`src/rtl/seq_divider.sv`:
```
// Sequential unsigned divider, radix-2 restoring, one quotient bit per clock.
// Operands are captured while READY_I is high. The division runs after READY_I falls,
// and the result registers update only on the edge that completes the last step.
//
// state | meaning
// ------+---------------------------------------------------------------
// IDLE  | no division in flight, outputs hold the last result
// LOAD  | operands captured (READY_I high), partial remainder cleared
// RUN   | one restoring step per edge until the counter expires
module seq_divider #(
    parameter int PAYLOAD_BITS = 8
) (
    input  logic                    CLK_I,
    input  logic                    RST_I,
    input  logic                    READY_I,
    input  logic [PAYLOAD_BITS-1:0] DIVIDENT_I,
    input  logic [PAYLOAD_BITS-1:0] DIVISOR_I,
    output logic [PAYLOAD_BITS-1:0] QUOTIENT_O,
    output logic [PAYLOAD_BITS-1:0] REMINDER_O
);

    localparam int W  = PAYLOAD_BITS;
    localparam int CW = $clog2(PAYLOAD_BITS + 1);

    typedef enum logic [1:0] {
        ST_IDLE = 2'd0,
        ST_LOAD = 2'd1,
        ST_RUN  = 2'd2
    } state_t;

    state_t          state_q, state_d;
    logic [W-1:0]    q_q, q_d;        // dividend shift reg, becomes the quotient
    logic [W-1:0]    d_q, d_d;        // divisor
    logic [W:0]      r_q, r_d;        // partial remainder
    logic [CW-1:0]   cnt_q, cnt_d;    // steps still to perform
    logic [W-1:0]    quot_q, quot_d;
    logic [W-1:0]    rem_q, rem_d;

    logic [W:0]      r_sh;
    logic [W+1:0]    diff;
    logic [W:0]      r_step;
    logic [W-1:0]    q_step;
    logic            unused_r_msb;

    // The partial remainder never exceeds W bits between steps, so its top bit is
    // only a guard and does not feed the next shift.
    assign unused_r_msb = r_q[W];

    // One restoring step: shift {R,Q} left, trial-subtract D, keep the result if non-negative.
    always_comb begin
        r_sh   = {r_q[W-1:0], q_q[W-1]};
        diff   = {1'b0, r_sh} - {2'b00, d_q};
        r_step = diff[W+1] ? r_sh : diff[W:0];
        q_step = {q_q[W-2:0], ~diff[W+1]};
    end

    // Next-state logic: READY_I high always (re)loads; otherwise step until the counter expires.
    always_comb begin
        state_d = state_q;
        q_d     = q_q;
        d_d     = d_q;
        r_d     = r_q;
        cnt_d   = cnt_q;
        quot_d  = quot_q;
        rem_d   = rem_q;
        if (READY_I) begin
            state_d = ST_LOAD;
            q_d     = DIVIDENT_I;
            d_d     = DIVISOR_I;
            r_d     = '0;
            cnt_d   = CW'(W);
        end else if (state_q != ST_IDLE) begin
            q_d   = q_step;
            r_d   = r_step;
            cnt_d = cnt_q - CW'(1);
            if (cnt_q == CW'(1)) begin
                quot_d  = q_step;
                rem_d   = r_step[W-1:0];
                state_d = ST_IDLE;
            end else begin
                state_d = ST_RUN;
            end
        end
    end

    // State and result registers; reset aborts any division and clears the outputs at once.
    always_ff @(posedge CLK_I or posedge RST_I) begin
        if (RST_I) begin
            state_q <= ST_IDLE;
            q_q     <= '0;
            d_q     <= '0;
            r_q     <= '0;
            cnt_q   <= '0;
            quot_q  <= '0;
            rem_q   <= '0;
        end else begin
            state_q <= state_d;
            q_q     <= q_d;
            d_q     <= d_d;
            r_q     <= r_d;
            cnt_q   <= cnt_d;
            quot_q  <= quot_d;
            rem_q   <= rem_d;
        end
    end

    assign QUOTIENT_O = quot_q;
    assign REMINDER_O = rem_q;

endmodule

```
`config.mk`:
```
export PLATFORM = sky130hd
export DESIGN_NAME = seq_divider
export DESIGN_NICKNAME = d
export VERILOG_FILES = /design/src/rtl/seq_divider.sv
export SDC_FILE = /design/constraint.sdc
export NUM_CORES = 1
export LEC_CHECK = 0
export ABC_AREA = 1
export CAP_MARGIN = 15
export CORE_ASPECT_RATIO = 1.4
export CORE_MARGIN = 2
export CORE_UTILIZATION = 54
export CTS_CLUSTER_DIAMETER = 30
export CTS_CLUSTER_SIZE = 14
export DETAILED_ROUTE_END_ITERATION = 7
export PLACE_DENSITY = 0.79
export REMOVE_ABC_BUFFERS = 1
export SLEW_MARGIN = 20
export SYNTH_ARGS = -nofsm -noshare
export SYNTH_HDL_FRONTEND = slang
export SYNTH_SLANG_ARGS = --single-unit
```
`constraint.sdc`:
```
create_clock -name CLK_I -period 2.3 [get_ports CLK_I]
set_input_delay 0.46 -clock CLK_I [delete_from_list [all_inputs] [get_ports CLK_I]]
set_output_delay 0.46 -clock CLK_I [all_outputs]
set_load 0.01 [all_outputs]
```
# Yosys cells after proc, flatten, opt, wreduce, memory -nomap -nowiden
# Cells that the tools add are included.
[classes]
add_sub_neg = 2
n_eq_ne = 1
n_mux = 10
bitwise_logic = 2
n_reduce_logical = 3
[op_table]
columns = ["operator", "n"]
rows = [
  ["$mux W8", 5],
  ["$sub A9 B8 Y10", 1],
  ["$mux W4", 2],
  ["$mux W2", 3],
  ["$eq A4 B1 Y1 const B", 1],
  ["$reduce_bool A2 Y1", 2],
  ["$sub A4 B1 Y4 const B", 1],
  ["$reduce_and A3 Y1", 1],
  ["$not A1 Y1", 2],
]
[word_totals]
regBits = 46
input_bits = 19
out_inout_bits = 16
wordCells = 25

# Logic depth before layout (Yosys ltp)
[depth]
depth_word = 4
mapped_depth = 13
mapped_depth_nobuf = 12

# Worst setup path after synthesis
# OpenSTA, ideal clock, no wires.
[synth_timing]
kind = "flip-flop to flip-flop"
from = "register r_q[3]"
to = "register r_q[4]"
setup_ns = 0.117
arrival_ns = 1.525
t_required_ns = 2.183
slack_ns = 0.659
path_stages_with_launch = 13
n_path_buf = 1
synth_period_minus_slack_ns = 1.641
cell_sequence = "dfrtp_1 > ha_1 > nand2_2 > inv_1 > nand2_1 > nand2_1 > nand2_2 > nand3_2 > buf_6 > nand2_1 > nand2_1 > nand2_1 > nand2_1"
[synth_between]
elab_chain_cells = 4
[synth_lines]
columns = ["element", "line", "rtl"]
rows = [
  ["start, declared", "34", "logic [W:0] r_q, r_d;"],
  ["start signal, assigned", "100", "r_q <= r_d;"],
  ["$sub A9 B8 Y10", "52", "diff = {1'b0, r_sh} - {2'b00, d_q};"],
  ["$mux W8 *", "53", "r_step = diff[W+1] ? r_sh : diff[W:0];"],
  ["$mux W8 *", "72", "end else if (state_q != ST_IDLE) begin"],
  ["$mux W8 *", "66", "if (READY_I) begin"],
]
# Every way passes the cells marked *; elsewhere a longest branch is shown, timed or not. The select of a mux whose other input is x is not followed.
# A chain may end at the register's enable or synchronous reset.

# Worst setup path after layout
[layout_timing]
from = "register r_q[3]"
to = "register rem_q[6] (netlist: REMINDER_O[6])"
[layout_between]
elab_chain_cells = 2
[layout_lines]
columns = ["element", "line", "rtl"]
rows = [
  ["$sub A9 B8 Y10", "52", ""],
  ["$mux W8", "53", ""],
  ["end signal, assigned", "103", "rem_q <= rem_d;"],
  ["end, declared", "37", "logic [W-1:0] rem_q, rem_d;"],
]
# No other way between the ends.

==> summary.md <==
The run gives 0 as the initial antenna violation count. The number of global-route vias before repair was 1,848. The weighted congestion at the end of routability-driven global placement is 0.856. Of the post-synthesis cell area, the dominant cell type holds 47.7%.

The share of synthesized registers carrying an async set or reset was 100%; the headroom to the max-slew limit was 74.2%. Setup repair after global routing left no endpoint under its margin. The top-level port count is 35, and the worst supply voltage drop on vdd is 0.729 mV. The post-route netlist has 8.41% of its cells at a drive strength greater than 1. Clock tree synthesis selected as its root buffer the cell clkbuf_8.

At the worst endpoint, the arrival time is 2.17 ns. The first global-routing pass estimated 8330 um of wire. In this run, post-CTS repair resized a total of 0 instances. Class of the tightest hold or removal check: flop to flop.

Detailed routing placed a total of 183 um of wire on met3. The detailed router placed 1,924 vias in this run. During placement, the flow inserted port buffers numbering 34. The synthesized netlist occupies a cell area of 0.00241 mm^2. For this block, wires on met1 add up to 2100 um. Detailed placement ended at an HPWL of 3590 um. The number of antenna diodes in the final layout is 0.

The via density per instance works out to 5.05. The predominant post-synthesis flop cell was dfrtp_1. The vertical extent of the die is 83.1 um. The logs give 0.30 ns for the clock latency on the worst-skew pair and 0 for the final hold violation count. After detailed routing, the number of remaining DRC violations is 0.

Maximum clock frequency: 507 MHz. The highest metal layer with signal wires is met4. The average cell area after synthesis came out at 8.44 um^2.

Once the floorplan was initialized, standard cells occupied 56.5% of the core. Instance count along the most critical hold path: 2. In this run the most critical hold path is launched from REMINDER_O[5]. On the final layout, the worst clock skew is 0.0123 ns.

In the final routed layout, each cell accounts on average for 12.9 um. Summed over all cells, the static leakage comes to 1.49 nW. Sequential cells were found to cover 47.7% of the synthesized design area. The area enclosed by the die boundary came out at 0.00503 mm^2. For this design the ratio of total power to cell area is 1140 mW/mm^2. The warning count from the yosys run was 0; the placed cell area was 0.00280 mm^2.

The clock drives 46 sinks. The post-detailed-route count of antenna-violating nets is 0, and the number of levels in the clock H-tree is 2. Global routing used 21.7% of the available tracks across all layers. The commonest cells after synthesis are nand2_1 (98), dfrtp_1 (46), inv_1 (41). The minimum clock period after layout was 1.97 ns; the worst-case register-to-register setup slack was 0.33 ns.

The number of storage elements in the synthesis netlist is 46. The most frequent cell after synthesis is nand2_1. The worst register-to-register path ends at REMINDER_O[6].

The pre-antenna-repair detailed-routing pass consisted of 4 iterations. The final design instance area without fill is 0.00291 mm^2. The depth of the most critical reg-to-reg path came out at 11.

In the final design database the tool counted 350 nets. In this run the worst path has a maximum fanout of 11. The run gives 286 as the number of instances in the synthesized netlist.

The post-synthesis to final-layout area growth was 20.5%; the transition time of the tightest slew-check pin was 0.386 ns. The tools report the number of buffers created by CTS as 5. Sum of met2 wire segment lengths after detailed routing: 2570 um.

The critical path in this run is classified as flop to flop. Launch point of the worst reg-to-reg path: r_q[3]. Count of standard-cell rows: 28. The run gives 0 ns as the sum of negative setup slack.

The worst setup path is captured at a flop. Entering global routing, the biggest net connects 47 pins. The tools report the initial DRC count as 55. The die is 60.5 um wide. The total wire length came out at 4920 um. Buffers added to address setup during post-CTS repair amount to 0. TritonCTS built the clock tree. For hold timing, the worst endpoint is REMINDER_O[5]. The distinct cell type count after synthesis came out at 30. The clock passes through at most 2 buffers.

Yosys mapped a number of flops with a built-in enable equal to 0. The area of the core came out at 0.00427 mm^2. Max-cap violations in this run came to 0. For the setup violation total in the final timing report, the log shows 0.

The flow ran to the end, and the final reports show no timing, DRC or antenna violations. STA classifies the critical path startpoint as a flop. In the post-synthesis netlist, the biggest area contributors are dfrtp_1 (48%), nand2_1 (15%), inv_1 (6.4%). Library cell occupying the most area in the post-synthesis netlist: dfrtp_1. Fill cells in the final layout number 355. The max-slew violation count is 0.

After clock tree synthesis, the clock-pin slew on the worst setup and hold paths is 0.09 ns. For this design, the CTS-stage hold fixing added 0 buffers. The run gives 0 as the sum of overflow across all layers after global routing. Data on the critical path is required at its endpoint by 2.50 ns.

After layout, the worst path uses 85.7% of the clock period.
==> routing by layer <==
| metal | GRT usage [%] | up-vias |
|---|---|---|
| met1 | 28.7 | 890 |
| met4 | 8.10 | 0 |
| li1 | - | 983 |
| met3 | 3.58 | 6 |
| met5 | 0 | - |
| met2 | 35.3 | 45 |
==> where the power goes <==
part | total [W] | switching (W) | internal (W)
sequential | 0.00118 | 0.000146 | 0.00103
combinational | 0.00159 | 0.000924 | 0.000668
clock | 0.000547 | 0.000271 | 0.000276
total | 0.00332 | 0.00134 | 0.00198
==> state kept, by name, indices dropped and copies added, names as in the netlist <==
signal / cells
r_q: 8
cnt_q: 4
d_q: 8
REMINDER_O: 8
q_q: 8
state_q: 2
QUOTIENT_O: 8
==> worst max-delay path by stage <==
stage | from | to | slack (ns)
floorplan | r_q[3] | r_q[3] | 0.62
global placement | READY_I | q_q[3] | 0.25
CTS | r_q[3] | REMINDER_O[6] | 0.35
finish | r_q[3] | REMINDER_O[6] | 0.33
detailed placement | READY_I | q_q[1] | 0.24
global route | r_q[3] | REMINDER_O[4] | 0.14
==> cells in the final DEF, fill, tap and decap left out, drive strengths merged <==
master / instances
nand2: 101
dfrtp: 46
inv: 42
clkdlybuf4s50: 34
o21ai: 21
nand3: 17
nand4: 10
ha: 10
o221ai: 7
clkbuf: 7
a21oi: 7
nor2: 7
xnor2: 2
clkinv: 2
buf: 2
or2: 1
o211ai: 1
xor2: 1
o22ai: 1
a31oi: 1
fa: 1
==> area by class of cell <==
class,count,area [um^2],area share (%)
Clock buffer,7,96.3,3.31
Clock inverter,1,8.76,0.301
Inverter,43,161,5.55
Multi-Input combinational cell,188,1050,36.0
Sequential cell,46,1150,39.6
Tap cell,60,75.1,2.58
Timing Repair Buffer,36,368,12.6
==> through the flow <==
stage	total power [W]	setup slack, ns	utilization (%)	hold slack (ns)	cells
after floorplan	0.00224	0.621	-	0.445	277
after global placement	0.00275	0.251	65.6	0.471	373
after detailed placement	0.00278	0.242	65.6	0.467	373
after CTS	0.00334	0.346	68.1	0.494	381
after global routing	0.00359	0.141	68.1	0.521	381
final	0.00332	0.329	68.1	0.488	381
==> worst max-delay path, stage by stage (launching register included) <==
cell and delay, ns:
dfrtp_1 0.42, ha_1 0.35, nand2_1 0.10, nand2_1 0.08
inv_1 0.09, nand2_1 0.07, nand2_2 0.14, nand3_2 0.26
nand3_2 0.14, nand2_1 0.09, nand2_1 0.10, nand2_1 0.05
==> cells by family after synthesis <==
group / count (synthesis) / share of synthesized area (%)
and+or+nand+nor: 136 / 26.5
buffers and inverters: 52 / 8.86
DFF: 46 / 47.7
AOI/OAI and AO/OA: 38 / 9.80
adders and majority gates: 11 / 6.01
xor gates and xnor gates: 3 / 1.09
No activity file was read; power rests on OpenSTA's default activity.
